File: src/rtl/hamming_pkg.sv
// Shared constants, codeword layout and decode result types for the
// 21-bit Hamming SEC decode scheduler.
package hamming_pkg;

    localparam int CW_W    = 21;
    localparam int DATA_W  = 16;
    localparam int SYN_W   = 5;
    localparam int NUM_PAR = 5;

    // Hamming positions are 1-based; codeword bit k carries position k+1.
    localparam int PARITY_POS [NUM_PAR] = '{1, 2, 4, 8, 16};
    localparam int DATA_POS   [DATA_W]  = '{3, 5, 6, 7, 9, 10, 11, 12,
                                            13, 14, 15, 17, 18, 19, 20, 21};

    typedef enum logic [1:0] {
        SYN_NONE,
        SYN_PARITY,
        SYN_DATA,
        SYN_UNCORR
    } syn_class_e;

    typedef struct packed {
        logic [DATA_W-1:0] data;
        logic [SYN_W-1:0]  syndrome;
        logic              corrected;
        logic              uncorr;
    } dec_result_t;

    function automatic syn_class_e classify(logic [SYN_W-1:0] syn);
        syn_class_e c;
        if (syn == '0) begin
            c = SYN_NONE;
        end else if (syn > SYN_W'(CW_W)) begin
            c = SYN_UNCORR;
        end else begin
            c = SYN_DATA;
            for (int j = 0; j < NUM_PAR; j++) begin
                if (syn == SYN_W'(PARITY_POS[j])) c = SYN_PARITY;
            end
        end
        return c;
    endfunction

endpackage

File: src/rtl/hamming_decode_scheduler_if.sv
// Request, output-stream and statistics bundle of the decode scheduler.
// master = environment side, slave = scheduler side.
interface hamming_decode_scheduler_if #(
    parameter int NUM_REQ = 2,
    parameter int CNT_W   = 16
);
    import hamming_pkg::*;

    localparam int SRC_W = (NUM_REQ > 1) ? $clog2(NUM_REQ) : 1;

    logic [NUM_REQ-1:0]      req_valid;
    logic [NUM_REQ*CW_W-1:0] req_cw;
    logic [NUM_REQ-1:0]      req_ready;

    logic                    out_valid;
    logic                    out_ready;
    logic [DATA_W-1:0]       out_data;
    logic [SRC_W-1:0]        out_src;
    logic [SYN_W-1:0]        out_syndrome;
    logic                    out_corrected;
    logic                    out_uncorr;

    logic                    stat_clr;
    logic [CNT_W-1:0]        stat_words;
    logic [CNT_W-1:0]        stat_corr;
    logic [CNT_W-1:0]        stat_uncorr;

    modport master (
        output req_valid, req_cw, out_ready, stat_clr,
        input  req_ready, out_valid, out_data, out_src, out_syndrome,
               out_corrected, out_uncorr, stat_words, stat_corr, stat_uncorr
    );

    modport slave (
        input  req_valid, req_cw, out_ready, stat_clr,
        output req_ready, out_valid, out_data, out_src, out_syndrome,
               out_corrected, out_uncorr, stat_words, stat_corr, stat_uncorr
    );

endinterface

File: src/rtl/hamming_sec_core.sv
// Combinational Hamming SEC decoder: syndrome, classification and
// single-bit data correction for one 21-bit codeword.
module hamming_sec_core
    import hamming_pkg::*;
(
    input  logic [CW_W-1:0]   cw,
    output logic [DATA_W-1:0] data,
    output logic [SYN_W-1:0]  syndrome,
    output logic              corrected,
    output logic              uncorr
);

    logic [SYN_W-1:0] syn_acc;
    syn_class_e       syn_class;

    // NOTE: every output of a combinational block gets a default before any
    // conditional logic so no path leaves it unassigned (no latch inferred).
    always_comb begin
        syn_acc = '0;
        for (int k = 0; k < CW_W; k++) begin
            if (cw[k]) syn_acc = syn_acc ^ SYN_W'(k + 1);
        end
        syn_class = classify(syn_acc);

        data = '0;
        for (int i = 0; i < DATA_W; i++) begin
            data[i] = cw[DATA_POS[i] - 1];
            if (syn_class == SYN_DATA && syn_acc == SYN_W'(DATA_POS[i])) begin
                data[i] = ~cw[DATA_POS[i] - 1];
            end
        end
    end

    assign syndrome  = syn_acc;
    assign corrected = (syn_class == SYN_PARITY) || (syn_class == SYN_DATA);
    assign uncorr    = (syn_class == SYN_UNCORR);

endmodule

File: src/rtl/hamming_decode_scheduler.sv
// Round-robin front end sharing one SEC decode core between NUM_REQ
// requesters, with a two-stage output pipeline and saturating statistics.
module hamming_decode_scheduler
    import hamming_pkg::*;
#(
    parameter int NUM_REQ = 2,
    parameter int CNT_W   = 16
) (
    input  logic                       clk,
    input  logic                       rst,
    hamming_decode_scheduler_if.slave  bus
);

    localparam int SRC_W = (NUM_REQ > 1) ? $clog2(NUM_REQ) : 1;
    localparam logic [SRC_W-1:0] PTR_RST = SRC_W'(NUM_REQ - 1);
    localparam logic [CNT_W-1:0] CNT_MAX = '1;

    function automatic logic [CNT_W-1:0] sat_inc(logic [CNT_W-1:0] v, logic en);
        return (en && v != CNT_MAX) ? v + CNT_W'(1) : v;
    endfunction

    logic              s1_valid_q, s1_valid_d;
    logic [CW_W-1:0]   s1_cw_q,    s1_cw_d;
    logic [SRC_W-1:0]  s1_src_q,   s1_src_d;
    logic              s2_valid_q, s2_valid_d;
    dec_result_t       s2_res_q,   s2_res_d;
    logic [SRC_W-1:0]  s2_src_q,   s2_src_d;
    logic [SRC_W-1:0]  ptr_q,      ptr_d;
    logic [CNT_W-1:0]  words_q,    words_d;
    logic [CNT_W-1:0]  corr_q,     corr_d;
    logic [CNT_W-1:0]  uncorr_q,   uncorr_d;

    logic              grant_found;
    logic [SRC_W-1:0]  grant_idx;
    logic [CW_W-1:0]   grant_cw;
    logic              s1_advance, s1_open, take, transfer;
    logic [NUM_REQ-1:0] ready_w;
    dec_result_t       core_res;

    hamming_sec_core u_core (
        .cw        (s1_cw_q),
        .data      (core_res.data),
        .syndrome  (core_res.syndrome),
        .corrected (core_res.corrected),
        .uncorr    (core_res.uncorr)
    );

    // Search indices above the pointer first, then wrap to the low ones.
    always_comb begin
        grant_found = 1'b0;
        grant_idx   = '0;
        for (int i = 0; i < NUM_REQ; i++) begin
            if (!grant_found && bus.req_valid[i] && (i > int'(ptr_q))) begin
                grant_found = 1'b1;
                grant_idx   = SRC_W'(i);
            end
        end
        for (int i = 0; i < NUM_REQ; i++) begin
            if (!grant_found && bus.req_valid[i] && (i <= int'(ptr_q))) begin
                grant_found = 1'b1;
                grant_idx   = SRC_W'(i);
            end
        end
    end

    assign s1_advance = s1_valid_q && (!s2_valid_q || bus.out_ready);
    assign s1_open    = !rst && (!s1_valid_q || s1_advance);
    assign take       = grant_found && s1_open;
    assign transfer   = s2_valid_q && bus.out_ready;

    always_comb begin
        ready_w  = '0;
        grant_cw = '0;
        for (int i = 0; i < NUM_REQ; i++) begin
            if (grant_idx == SRC_W'(i)) begin
                ready_w[i] = take;
                grant_cw   = bus.req_cw[i*CW_W +: CW_W];
            end
        end
    end

    always_comb begin
        s1_valid_d = s1_valid_q;
        s1_cw_d    = s1_cw_q;
        s1_src_d   = s1_src_q;
        s2_valid_d = s2_valid_q;
        s2_res_d   = s2_res_q;
        s2_src_d   = s2_src_q;
        ptr_d      = ptr_q;

        if (s1_advance) s1_valid_d = 1'b0;
        if (take) begin
            s1_valid_d = 1'b1;
            s1_cw_d    = grant_cw;
            s1_src_d   = grant_idx;
            ptr_d      = grant_idx;
        end

        if (transfer) s2_valid_d = 1'b0;
        if (s1_advance) begin
            s2_valid_d = 1'b1;
            s2_res_d   = core_res;
            s2_src_d   = s1_src_q;
        end

        // A clear wins over the increment of a word leaving in the same cycle.
        if (bus.stat_clr) begin
            words_d  = '0;
            corr_d   = '0;
            uncorr_d = '0;
        end else begin
            words_d  = sat_inc(words_q,  transfer);
            corr_d   = sat_inc(corr_q,   transfer && s2_res_q.corrected);
            uncorr_d = sat_inc(uncorr_q, transfer && s2_res_q.uncorr);
        end
    end

    // NOTE: state registers use non-blocking assignments so every flop samples
    // pre-edge values regardless of statement order.
    always_ff @(posedge clk) begin
        if (rst) begin
            s1_valid_q <= 1'b0;
            s1_cw_q    <= '0;
            s1_src_q   <= '0;
            s2_valid_q <= 1'b0;
            s2_res_q   <= '0;
            s2_src_q   <= '0;
            ptr_q      <= PTR_RST;
            words_q    <= '0;
            corr_q     <= '0;
            uncorr_q   <= '0;
        end else begin
            s1_valid_q <= s1_valid_d;
            s1_cw_q    <= s1_cw_d;
            s1_src_q   <= s1_src_d;
            s2_valid_q <= s2_valid_d;
            s2_res_q   <= s2_res_d;
            s2_src_q   <= s2_src_d;
            ptr_q      <= ptr_d;
            words_q    <= words_d;
            corr_q     <= corr_d;
            uncorr_q   <= uncorr_d;
        end
    end

    assign bus.req_ready     = ready_w;
    assign bus.out_valid     = s2_valid_q;
    assign bus.out_data      = s2_res_q.data;
    assign bus.out_syndrome  = s2_res_q.syndrome;
    assign bus.out_corrected = s2_res_q.corrected;
    assign bus.out_uncorr    = s2_res_q.uncorr;
    assign bus.out_src       = s2_src_q;
    assign bus.stat_words    = words_q;
    assign bus.stat_corr     = corr_q;
    assign bus.stat_uncorr   = uncorr_q;

endmodule

File: src/flat_wrapper.sv
// flat-port wrapper written by rule: the top's interface ports become plain ports
module hamming_decode_scheduler_flat import hamming_pkg::*;
#(
    parameter int NUM_REQ = 2,
    parameter int CNT_W   = 16
)
  (clk, rst, bus_req_valid, bus_req_cw, bus_out_ready, bus_stat_clr, bus_req_ready, bus_out_valid, bus_out_data, bus_out_src, bus_out_syndrome, bus_out_corrected, bus_out_uncorr, bus_stat_words, bus_stat_corr, bus_stat_uncorr);
  hamming_decode_scheduler_if #(.NUM_REQ(NUM_REQ), .CNT_W(CNT_W)) bus_i ();
  input  logic clk;
  input  logic rst;
  input wire logic [$bits(bus_i.req_valid)-1:0] bus_req_valid;
  input wire logic [$bits(bus_i.req_cw)-1:0] bus_req_cw;
  input wire logic [$bits(bus_i.out_ready)-1:0] bus_out_ready;
  input wire logic [$bits(bus_i.stat_clr)-1:0] bus_stat_clr;
  output wire logic [$bits(bus_i.req_ready)-1:0] bus_req_ready;
  output wire logic [$bits(bus_i.out_valid)-1:0] bus_out_valid;
  output wire logic [$bits(bus_i.out_data)-1:0] bus_out_data;
  output wire logic [$bits(bus_i.out_src)-1:0] bus_out_src;
  output wire logic [$bits(bus_i.out_syndrome)-1:0] bus_out_syndrome;
  output wire logic [$bits(bus_i.out_corrected)-1:0] bus_out_corrected;
  output wire logic [$bits(bus_i.out_uncorr)-1:0] bus_out_uncorr;
  output wire logic [$bits(bus_i.stat_words)-1:0] bus_stat_words;
  output wire logic [$bits(bus_i.stat_corr)-1:0] bus_stat_corr;
  output wire logic [$bits(bus_i.stat_uncorr)-1:0] bus_stat_uncorr;
  assign bus_i.req_valid = bus_req_valid;
  assign bus_i.req_cw = bus_req_cw;
  assign bus_i.out_ready = bus_out_ready;
  assign bus_i.stat_clr = bus_stat_clr;
  assign bus_req_ready = bus_i.req_ready;
  assign bus_out_valid = bus_i.out_valid;
  assign bus_out_data = bus_i.out_data;
  assign bus_out_src = bus_i.out_src;
  assign bus_out_syndrome = bus_i.out_syndrome;
  assign bus_out_corrected = bus_i.out_corrected;
  assign bus_out_uncorr = bus_i.out_uncorr;
  assign bus_stat_words = bus_i.stat_words;
  assign bus_stat_corr = bus_i.stat_corr;
  assign bus_stat_uncorr = bus_i.stat_uncorr;
  hamming_decode_scheduler #(.NUM_REQ(NUM_REQ), .CNT_W(CNT_W)) u_core (.clk(clk), .rst(rst), .bus(bus_i));
endmodule
File: config.mk
export PLATFORM = sky130hd
export DESIGN_NAME = hamming_decode_scheduler_flat
export DESIGN_NICKNAME = d
export VERILOG_FILES = /design/src/rtl/hamming_pkg.sv /design/src/rtl/hamming_decode_scheduler_if.sv /design/src/rtl/hamming_sec_core.sv /design/src/rtl/hamming_decode_scheduler.sv /design/src/flat_wrapper.sv
export SDC_FILE = /design/constraint.sdc
export NUM_CORES = 1
export LEC_CHECK = 0
export CORE_ASPECT_RATIO = 1.75
export CORE_MARGIN = 2
export CORE_UTILIZATION = 45
export CTS_BUF_LIST = sky130_fd_sc_hd__clkbuf_4 sky130_fd_sc_hd__clkbuf_8
export CTS_CLUSTER_SIZE = 40
export DETAILED_ROUTE_END_ITERATION = 8
export MAX_ROUTING_LAYER = met4
export PLACE_DENSITY = 0.85
export SLEW_MARGIN = 20
export SYNTH_ARGS = -nofsm -noshare
export SYNTH_HDL_FRONTEND = slang
export SYNTH_SLANG_ARGS = --single-unit
File: constraint.sdc
create_clock -name clk -period 3.1 [get_ports clk]
set_input_delay 0.62 -clock clk [delete_from_list [all_inputs] [get_ports clk]]
set_output_delay 0.62 -clock clk [all_outputs]
set_load 0.01 [all_outputs]
### Yosys cells after proc, flatten, opt, wreduce, memory -nomap -nowiden

Cells that the tools add are included.

* register bits: 97
* output and inout bits: 75

* add/sub/neg operators: 3
* order comparisons: 3
* equal/unequal tests: 27
* muxes and demuxes: 56
* bitwise gates (word level): 36
* reductions and logical operators: 41

Operator list (count)
* adder 16 x 1 -> 16 bit, second input constant: 3
* != test 16 bit, second input constant: 3
* == test 5 x 4 -> 1 bit, second input constant: 8
* two-way mux 4 bit: 8
* == test 5 bit, second input constant: 6
* two-way mux 5 bit: 6
* logical AND 1 bit: 29
* two-way mux 1 bit: 28
* two-way mux 21 bit: 1
* == test 5 x 3 -> 1 bit, second input constant: 4
* two-way mux 2 bit: 9
* inverter 2 bit: 9
* inverter 3 bit: 6
* inverter 1 bit: 16
* two-way mux 3 bit: 4
* == test 5 x 2 -> 1 bit, second input constant: 2
* == test 5 x 1 -> 1 bit, second input constant: 1
* > comparator 5 bit, second input constant: 1
* zero test 1 bit: 5
* zero test 5 bit: 1
* == test 2 bit, second input constant: 2
* inverter 1 bit, first input constant: 4
* inverter 4 bit: 1
* nonzero test 2 bit: 2
* other kinds (5): 7

### Depth between registers and ports, before layout

* word-level depth: 48
* depth in mapped cells: 14

### Cells and area by module

Synthesis repeated with hierarchy kept, for this count alone.

* cells, all modules: 578
* area total of the unflattened synthesis: 4964.8 um2

Modules (own cells, without submodules)
* hamming_decode_scheduler: instances 1, cells an instance 488, area an instance 4225.3 um2, seq. area each 1941.9 um2
* hamming_sec_core: instances 1, cells an instance 90, area an instance 739.5 um2, seq. area each 0.0 um2

### Worst setup path after synthesis

No wires, ideal clock.

* kind: register -> register
* start point: register u_core.s1_cw_q[14]
* end point: register u_core.s2_res_q, in the netlist u_core.bus.out_data[3]
* setup time: 0.132 ns
* data arrival time: 3.047 ns
* data required time: 2.968 ns
* path slack: -0.079 ns
* cell stages (with the launch flop): 14
* buffers on the path: 0
* clock period less this slack: 3.179 ns
* path through: dfxtp_1 > xnor2_1 > xnor3_1 > xnor2_1 > nor2_1 > o21ai_0 > a22oi_1 > ha_1 > inv_1 > or2_1 > a21oi_2 > nand3_1 > a21oi_1 > nor3_1

* cells in the longest elaborated chain, start to end: 21
* elaborated cells between the ends (all ways): 30

RTL lines
* from (decl): RTL line hamming_decode_scheduler.sv:23 `logic [CW_W-1:0] s1_cw_q, s1_cw_d;`
* from (signal assigned): RTL line hamming_decode_scheduler.sv:134 `s1_cw_q <= s1_cw_d;`
* two-way mux 4 bit *: RTL line hamming_sec_core.sv:21 `if (cw[k]) syn_acc = syn_acc ^ SYN_W'(k + 1);`
* two-way mux 5 bit *: RTL line hamming_sec_core.sv:21
* inverter 2 bit (no line)
* two-way mux 5 bit * (2 in a row): RTL line hamming_sec_core.sv:21
* inverter 3 bit (no line)
* two-way mux 5 bit * (2 in a row): RTL line hamming_sec_core.sv:21
* inverter 3 bit (no line)
* two-way mux 5 bit *: RTL line hamming_sec_core.sv:21
* == test 5 x 1 -> 1 bit: RTL line hamming_pkg.sv:38 `if (syn == SYN_W'(PARITY_POS[j])) c = SYN_PARITY;`
* two-way mux 2 bit (5 in a row): RTL line hamming_pkg.sv:38
* two-way mux 2 bit: RTL line hamming_pkg.sv:33 `end else if (syn > SYN_W'(CW_W)) begin`
* two-way mux 2 bit: RTL line hamming_pkg.sv:31 `if (syn == '0) begin`
* == test 2 bit: RTL line hamming_sec_core.sv:28 `if (syn_class == SYN_DATA && syn_acc == SYN_W'(DATA_POS[i])) begin`
* logical AND 1 bit *: RTL line hamming_sec_core.sv:28
* two-way mux 1 bit *: RTL line hamming_sec_core.sv:28
* to (signal assigned): RTL line hamming_decode_scheduler.sv:137 `s2_res_q <= s2_res_d;`
* to (decl): RTL line hamming_decode_scheduler.sv:26 `dec_result_t s2_res_q, s2_res_d;`

Mark *: on every way between the ends. The rest lies on a longest branch, timed or not.
A chain may end at the register's enable or synchronous reset.

### Worst setup path after layout

* start point: register u_core.s1_cw_q[20]
* end point: register u_core.s2_res_q, in the netlist u_core.bus.out_data[9]

* cells in the longest elaborated chain, start to end: 12
* elaborated cells between the ends (all ways): 19

RTL lines (RTL line)
* two-way mux 5 bit *: hamming_sec_core.sv:21
* == test 5 x 1 -> 1 bit: hamming_pkg.sv:38
* two-way mux 2 bit (5 in a row): hamming_pkg.sv:38
* two-way mux 2 bit: hamming_pkg.sv:33
* two-way mux 2 bit: hamming_pkg.sv:31
* == test 2 bit: hamming_sec_core.sv:28
* logical AND 1 bit *: hamming_sec_core.sv:28
* two-way mux 1 bit *: hamming_sec_core.sv:28

Marked as above.

==> run_results.csv <==
group,metric,value,unit
global_routing,grt_antenna_before_repair,0,
placed_design,io_buffers,122,
sta,tightest_slew,0.818,ns
synth,synthesis.nets,661,
power_and_ir_drop,fin_total_pwr,3.94,mW
global_routing,grt_use_total,0.251,
global_routing,grt_start_max_net_pins,51,
sta,finalSetupViolations,0,
power_and_ir_drop,p_leak,2.83,nW
sta,fmax,0.323,GHz
cells_and_area,fillers,878,
min_path,hp-class,"flip-flop to flip-flop",
synth,ys.flop_type,"dfxtp_1",
die,io_pins,123,
cells_and_area,n_antenna_cell,0,
clock_tree,clkTransAtPathRegs,0.09,ns
status,status,"completed",
detailed_routing,antenna_left,0,
detailed_routing,first_iter_violations,224,
synth,synth-async-reset-ratio,0,
detailed_routing,drc,0,
setup_path,worst-path-max-fanout,8,
global_routing,grt_pass1_vias,5051,
synth,synth.avg_cell_area,8.35,um2
clock_tree,cts.sinks,97,
sta,rsz0062_at_grt,"true",
sta,fin_crit,3.10,ns
sta,fin_crit_sh,0.999,
die,floorplan.initialDensity,0.460,
sta,hold_violations,0,
synth,synth.most_common_cell,"nor2_1",
synth,yosysUniqueCellTypes,56,
synth,synth_cells,608,
synth,synthTopCellsByArea,"dfxtp_1 38%, nor2_1 9.0%, xor2_1 6.7%",
synth,synth_top_area_share,0.383,
synth,ys.warnings.count,0,
power_and_ir_drop,irDropWorstVdd,0.000315,V
global_routing,grt_overflow,0,
setup_path,crit_path_end_kind,"flip-flop",
clock_tree,htreeDepth,3,
die,fp.dieW,84.3,um
sta,clock_skew,0.0154,ns
synth,yosys_register_bits,97,
clock_tree,cts-root-buf,"clkbuf_8",
sta,timing.setup.tns,0,ns
cells_and_area,drive_gt1_frac,0.191,
power_and_ir_drop,power_density,540,mW/mm2
run,drv_cap,0,
sta,hold_ws,0.462,ns
clock_tree,cts_tree,"built",
sta,drv_slew,0,
die,die_h,145,um
clock_tree,numCtsBuffers,9,
die,rows,51,
placed_design,dpl.hpwl,11500,um
cells_and_area,instances_no_fill,918,
setup_path,start_kind,"flip-flop",
die,core,0.0110,mm2
global_routing,grt_first_pass_wirelength,23700,um
cells_and_area,syn_to_final_growth,43.8,%
placed_design,dp_cells,893,
setup_path,critPathArrivalTime,3.34,ns
sta,slew_headroom,0.449,
detailed_routing,detail_route.wl_per_cell,16.7,um
synth,ys_seq_area_frac,0.383,
synth,syn_area,0.00508,mm2
detailed_routing,vias_per_cell,5.57,
detailed_routing,totalWireLength,15300,um
placed_design,dpl_cell_area,0.00678,mm2
die,die-area,0.0122,mm2
clock_tree,clockBufferDepth,2,
detailed_routing,vias,5117,
detailed_routing,first_pass_iters,5,
synth,ys_top_cells_by_count,"122 x nor2_1, 97 x dfxtp_1, 54 x nand2_1",
synth,yosys.area.top_type,"dfxtp_1",
cells_and_area,fin_area,0.00730,mm2
setup_path,critPathKind,"flip-flop to flip-flop",
placed_design,place_congestion,0.901,
clock_tree,insertion_delay,0.38,ns
setup_path,required,3.34,ns
cells_and_area,nNetsFinal,834,
synth,synth-edff-count,0,
## critical path, cell delays in order, from the launching register on
cell and delay (ns):
dfxtp_4 0.37, xnor3_2 0.42, buf_4 0.15, xnor3_2 0.28
xnor2_2 0.23, o211a_1 0.18, o22a_1 0.17, ha_2 0.21
inv_2 0.05, or2_4 0.29, a21oi_4 0.15, buf_12 0.14
nand3_2 0.10, a21oi_2 0.17, nor3_1 0.05
## final timing paths
check	end	slack, ns	start	cells after the start
setup / recovery	u_core.bus.out_data[9]	0.002	u_core.s1_cw_q[20]	14
hold / removal	u_core.bus.out_src	0.46	u_core.bus.out_src	2
setup reg to reg	u_core.bus.out_data[9]	0.002	u_core.s1_cw_q[20]	14
hold reg to reg	u_core.bus.out_src	0.46	u_core.bus.out_src	2
## per-layer routing
| metal | vias to the layer above | routed length [um] | GRT usage |
|---|---|---|---|
| met5 | - | 0 | - |
| met2 | 177 | 8670 | 0.475 |
| met4 | 0 | 646 | 0.147 |
| met3 | 40 | 659 | 0.0382 |
| li1 | 2485 | - | - |
| met1 | 2415 | 5340 | 0.237 |
## registers in the layout, indices dropped and copies added (netlist names)
name and flops:
u_core.s1_cw_q 21, u_core.bus.out_data 16, u_core.bus.stat_corr 16, u_core.bus.stat_uncorr 16, u_core.bus.stat_words 16, u_core.bus.out_syndrome 5
u_core.bus.out_corrected 1, u_core.bus.out_src 1, u_core.bus.out_uncorr 1, u_core.bus.out_valid 1, u_core.ptr_q 1, u_core.s1_src_q 1
u_core.s1_valid_q 1
## area by class of cell
type                       count  area [um2]  area share
clock buffer                   9         124      0.0170
sequential                    97        1960       0.269
inverter                       6        22.5     0.00309
clock inverter                 7        78.8      0.0108
tap                          132         165      0.0226
timing repair buffer         189        1740       0.239
multi-input combinational    478        3200       0.439
## power by group
part	switching [mW]	internal, mW	total, mW
combinational	0.862	0.852	1.71
sequential	0.0573	1.31	1.36
clock	0.478	0.382	0.860
## per-stage QoR
stage                     setup WS [ns]   util
after floorplan                  0.0163      -
after global placement           -0.200  0.614
after detailed placement         -0.247  0.614
after CTS                        0.0297  0.638
after global routing            -0.0706  0.661
final                           0.00236  0.661
## cell usage in the layout (no fill, tap or decap), drive strengths merged, types with 3 or more instances in the layout
| master | n |
|---|---|
| clkdlybuf4s50 | 122 |
| nor2 | 122 |
| dfxtp | 97 |
| buf | 67 |
| nand2 | 54 |
| nand3 | 44 |
| xor2 | 40 |
| a21oi | 34 |
| xnor2 | 28 |
| a221oi | 21 |
| nand4 | 18 |
| nor3 | 15 |
| a21o | 12 |
| a211oi | 12 |
| and3 | 10 |
| clkbuf | 9 |
| o21ai | 8 |
| inv | 8 |
| xnor3 | 6 |
| a31oi | 5 |
| or3 | 5 |
| ha | 5 |
| and2 | 4 |
| and4 | 4 |
| mux2i | 4 |
| xor3 | 3 |
| nor2b | 3 |
## cell families after synthesis
logic type,after synthesis,synth area share
buffers and inverters,33,0.0301
AOI/OAI and AO/OA,103,0.143
DFF,97,0.383
and+or+nand+nor,289,0.259
muxes,4,0.00937
xor gates and xnor gates,77,0.164
adders and majority gates,5,0.0123
## what timing repair did
item                                    4_1_cts  5_1_grt
hold buffers                                  0        0
setup buffers                                 4        6
pin swaps                                    16       14
endpoints found under the hold margin         0        0
gates resized for setup                      13       45
endpoints found under the setup margin       14       14
No activity file was read; power rests on OpenSTA's default activity.
